### config.mk
export PLATFORM = sky130hd
export DESIGN_NAME = lr_scheduler
export DESIGN_NICKNAME = d
export VERILOG_FILES = /design/src/rtl/lr_scheduler.sv
export SDC_FILE = /design/constraint.sdc
export NUM_CORES = 1
export LEC_CHECK = 0
export ABC_AREA = 1
export BUFFER_PORTS_ARGS = -buffer_cell sky130_fd_sc_hd__buf_2
export CAP_MARGIN = 5
export CELL_PAD_IN_SITES_DETAIL_PLACEMENT = 2
export CELL_PAD_IN_SITES_GLOBAL_PLACEMENT = 2
export CORE_ASPECT_RATIO = 0.8
export CORE_MARGIN = 2
export CORE_UTILIZATION = 27
export CTS_BUF_LIST = sky130_fd_sc_hd__clkbuf_16
export DETAILED_ROUTE_END_ITERATION = 16
export PLACE_DENSITY_LB_ADDON = 0.1
export SLEW_MARGIN = 10
export SYNTH_ARGS = -nofsm -noshare
export SYNTH_HDL_FRONTEND = slang
export SYNTH_SLANG_ARGS = --single-unit
### constraint.sdc
create_clock -name clk -period 1.4 [get_ports clk]
set_clock_uncertainty 0.05 [all_clocks]
set_input_delay 0.14 -clock clk [delete_from_list [all_inputs] [get_ports clk]]
set_output_delay 0.14 -clock clk [all_outputs]
set_load 0.02 [all_outputs]
### src/rtl/lr_scheduler.sv
// Step-decay learning-rate scheduler: walks LR_index from 0 to LR_SIZE (zero rate)
// every STEPS_PER_LR accepted steps; define LR_PLATEAU_EN to add loss-plateau early decay.
module lr_scheduler #(
    parameter int LR_SIZE      = 7,
    parameter int STEPS_PER_LR = 4,
    parameter int PATIENCE     = 2
) (
    input  logic                         clk,
    input  logic                         rst,
    input  logic                         start,
    input  logic                         step_valid,
`ifdef LR_PLATEAU_EN
    input  logic                         loss_up,
`endif
    output logic [$clog2(LR_SIZE+1)-1:0] LR_index,
    output logic                         busy,
    output logic                         lr_step,
    output logic                         sched_done,
    output logic [1:0]                   fsm_state
);

    localparam int IW = $clog2(LR_SIZE+1);
    localparam int CW = $clog2(STEPS_PER_LR+1);

    localparam logic [IW-1:0] IDX_LAST = IW'(LR_SIZE - 1);
    localparam logic [IW-1:0] IDX_ZERO = IW'(LR_SIZE);
    localparam logic [CW-1:0] CNT_LAST = CW'(STEPS_PER_LR - 1);

    typedef enum logic [1:0] {
        IDLE = 2'd0,
        RUN  = 2'd1,
        DONE = 2'd2
    } state_t;

    state_t        state_q, state_d;
    logic [IW-1:0] idx_q, idx_d;
    logic [CW-1:0] cnt_q, cnt_d;
    logic          step_d;
    logic          step_hit;
    logic          plat_hit;
    logic          decay;

`ifdef LR_PLATEAU_EN
    localparam int PW = $clog2(PATIENCE+1);
    localparam logic [PW-1:0] PLAT_LAST = PW'(PATIENCE - 1);
    logic [PW-1:0] plat_q, plat_d;

    assign plat_hit = loss_up && (plat_q == PLAT_LAST);
`else
    assign plat_hit = 1'b0;
`endif

    assign step_hit = (cnt_q == CNT_LAST);
    assign decay    = step_hit || plat_hit;

    always_comb begin
        state_d = state_q;
        idx_d   = idx_q;
        cnt_d   = cnt_q;
        step_d  = 1'b0;
`ifdef LR_PLATEAU_EN
        plat_d  = plat_q;
`endif
        if (start) begin
            // start wins over a coincident step_valid, which is dropped
            state_d = RUN;
            idx_d   = '0;
            cnt_d   = '0;
`ifdef LR_PLATEAU_EN
            plat_d  = '0;
`endif
        end else if (state_q == RUN && step_valid) begin
`ifdef LR_PLATEAU_EN
            if (!loss_up)
                plat_d = '0;
            else if (plat_hit)
                plat_d = '0;
            else
                plat_d = plat_q + 1'b1;
`endif
            if (decay) begin
                cnt_d  = '0;
                step_d = 1'b1;
                idx_d  = idx_q + 1'b1;
                if (idx_q == IDX_LAST) begin
                    idx_d   = IDX_ZERO;
                    state_d = DONE;
                end
            end else begin
                cnt_d = cnt_q + 1'b1;
            end
        end
    end

    always_ff @(posedge clk) begin
        if (rst) begin
            state_q    <= IDLE;
            idx_q      <= '0;
            cnt_q      <= '0;
            LR_index   <= '0;
            busy       <= 1'b0;
            lr_step    <= 1'b0;
            sched_done <= 1'b0;
`ifdef LR_PLATEAU_EN
            plat_q     <= '0;
`endif
        end else begin
            state_q    <= state_d;
            idx_q      <= idx_d;
            cnt_q      <= cnt_d;
            LR_index   <= idx_d;
            busy       <= (state_d == RUN);
            lr_step    <= step_d;
            sched_done <= (state_d == DONE);
`ifdef LR_PLATEAU_EN
            plat_q     <= plat_d;
`endif
        end
    end

    assign fsm_state = state_q;

endmodule
==> results.py <==
metrics = {
    "status": {
        "status": "finished, final reports clean",
    },
    "routing": {
        "ant_nets": 0,
        "drt_drc_violations_left": 0,
        "drt_iter0_drc": 1,
        "wirelength_mm": 1.116,
        "drt-pass1-iter-count": 2,
        "viasPerCell": 4.423,
        "num_vias": 429,
        "wire_per_inst_um": 11.51,
    },
    "floorplanning": {
        "pin_count": 12,
        "die_y_um": 41.68,
        "die_x_um": 51.10,
        "fp.dieArea_um2": 2130,
        "initial_utilization_pct": 29.17,
        "core_um2": 1643,
        "num_rows": 13,
    },
    "place": {
        "place.gp.congestion": 0.6745,
        "port-buffer-count": 11,
        "dpl-instance-area_um2": 561.8,
        "pre_cts_ws_ps": 130.9,
        "dp_hpwl_um": 860.1,
    },
    "pwr": {
        "p_sw_share_pct": 19.68,
        "p_comb_share_pct": 4.3,
        "powerDensity_nw_per_um2": 1377,
        "peakVddDrop_mv": 0.8024,
        "p_seq_share_pct": 36.7,
        "power_switching_w": 0.0001735,
        "power.internal_w": 0.0007083,
        "finalPower_w": 0.0008818,
        "p_clk_share_pct": 59.0,
        "p_leak_nw": 0.3292,
    },
    "timing": {
        "period_share_pct": 90.54,
        "hold_violations": 0,
        "setup_tns_ps": 0,
        "setup_viol": 0,
        "layout_min_cycle_time_ps": 1268,
        "layout_setup_ws_ps": 132.4,
        "tightest_slew_ps": 306.4,
        "relSlewSlack_pct": 79.55,
        "fmaxAchievable_mhz": 788.9,
        "drv_slew": 0,
        "rsz0062_at_grt": "true",
    },
    "worst_setup_path": {
        "path_max_fanout": 4,
        "crit_arrival_ps": 1350,
        "reg2regPathDepth": 7,
        "cp-end-kind": "flip-flop",
        "cp_data_required_time_ps": 1490,
        "path_class": "reg2reg",
        "cp-start-kind": "flip-flop",
    },
    "grt": {
        "antenna_found_initial": 0,
        "grt_pass1_wl_mm": 1.952,
        "gr-usage-all-layers_pct": 14.10,
        "grt_max_degree": 7,
        "grt_pass1_vias": 461,
        "gr-total-overflow": 0,
    },
    "clock_network": {
        "clkTransAtPathRegs_ps": 40,
        "clkSinkCount": 11,
        "ctsLongestPathBuffers": 2,
        "cts_made_buffers": 3,
        "clock_latency_ps": 240,
        "cts_tree": "yes",
        "cts_root_buf": "clkbuf_16",
        "htree_levels": 1,
        "post_cts_buffers": 0,
    },
    "finish": {
        "final_layout_size_suffix_gt1_share_pct": 30.67,
        "nets": 83,
        "n_antenna_cell": 0,
        "area_delta_synth_final_pct": 33.68,
        "stdcell_area_um2": 640.6,
    },
    "yosys": {
        "synth_edf_count": 0,
        "ys_seq_area_share_pct": 45.95,
        "netlist_area_um2": 479.2,
        "syn_avg_cell_area_um2": 7.987,
        "yosysMostFrequentCell": "dfxtp_1",
        "synth_flop_cell": "dfxtp_1",
        "synth_area_leaders": "dfxtp_1, ha_1, inv_1",
        "yosys-top-cells-count": "dfxtp_1, inv_1, nand2_1",
        "async_flop_share_pct": 0,
        "ys_ff_latch": 11,
        "syn_nets": 67,
        "synth_top_cell_area_share_pct": 45.95,
        "yosys.cell_types.count": 19,
        "netlist_instances": 60,
        "yosysWarningCount": 0,
        "yosys.area.top_type": "dfxtp_1",
    },
    "flow_run": {
        "drv_cap": 0,
    },
    "min_path": {
        "holdPathStages": 4,
        "hold_class": "in2reg",
    },
}
cells in the final DEF, fill, tap and decap left out:
master / count
or2_2: 1
a21oi_1: 3
nand2_2: 1
inv_1: 11
o21ai_1: 2
nor2_2: 2
and2_1: 1
nor2_4: 1
dfxtp_1: 11
o21ai_0: 1
nand2_1: 9
o211ai_1: 1
buf_2: 11
nor2_1: 5
inv_2: 2
nand3_2: 1
nor3_1: 1
ha_1: 3
nand3_1: 4
a21oi_2: 1
clkbuf_16: 3
cells by family after synthesis:
group           synth area share (%)
compound gates                 9.660
flops                          45.95
fa+ha+maj                      7.834
simple gates                   27.16
buf+inv                        9.401
power by group through the flow:
stage | registers (W) | logic [W] | clock network (W)
floorplan | 0.000334 | 0.0000182 | 0
global placement | 0.000329 | 0.0000380 | 0
detailed placement | 0.000329 | 0.0000387 | 0
CTS | 0.000324 | 0.0000389 | 0.000538
global route | 0.000324 | 0.0000441 | 0.000553
finish | 0.000324 | 0.0000379 | 0.000520
metal layers:
metal  part of all wire (%)  routed length, µm  up-vias  global-route usage (%)
li1                       -                  -      217                       -
met1                     45                503      201                   14.92
met2                     44                493        7                   18.18
met3                    6.5                 73        4                   9.712
met4                    4.1                 46        0                   12.97
met5                      0                  0        -                       0
cell type report:
cell class / instances / area, µm²
clock buffer: 3 / 75.07
clock inverter: 1 / 3.754
fill: 202 / 1002
inverter: 12 / 45.04
multi-input combinational: 37 / 214.0
sequential: 11 / 220.2
tap: 22 / 27.53
timing repair buffer: 11 / 55.05
critical path, stage by stage (launching register included):
cell and delay (ps):
dfxtp_1 370, inv_1 80, ha_1 200, nand2_1 100, inv_2 50, nand3_2 90
nand2_1 70, and2_1 150
through the flow:
stage	hold slack [ps]	utilization [%]	std cells
2_1_floorplan	221.7	-	60
3_3_place_gp	382.1	34.20	93
3_5_place_dp	386.4	34.20	93
4_1_cts	132.9	38.99	97
5_1_grt	183.0	38.99	97
6_report	137.9	38.99	97
state kept, by name, indices dropped and copies added (netlist names):
signal      cells
cnt_q           3
sched_done      1
idx_q           3
busy            1
lr_step         1
fsm_state       2
worst paths after layout:
kind                        to  slack (ps)     start
setup reg to reg    sched_done         130  idx_q[0]
hold / removal    fsm_state[0]         140       rst
setup / recovery    sched_done         130  idx_q[0]
hold reg to reg       cnt_q[1]         440  cnt_q[1]
repair_timing:
| item | 4_1_cts | 5_1_grt |
|---|---|---|
| resized for setup | 0 | 0 |
| endpoints found under the setup margin | 0 | 4 |
| hold buffers | 0 | 0 |
No activity file was read; power rests on OpenSTA's default activity.
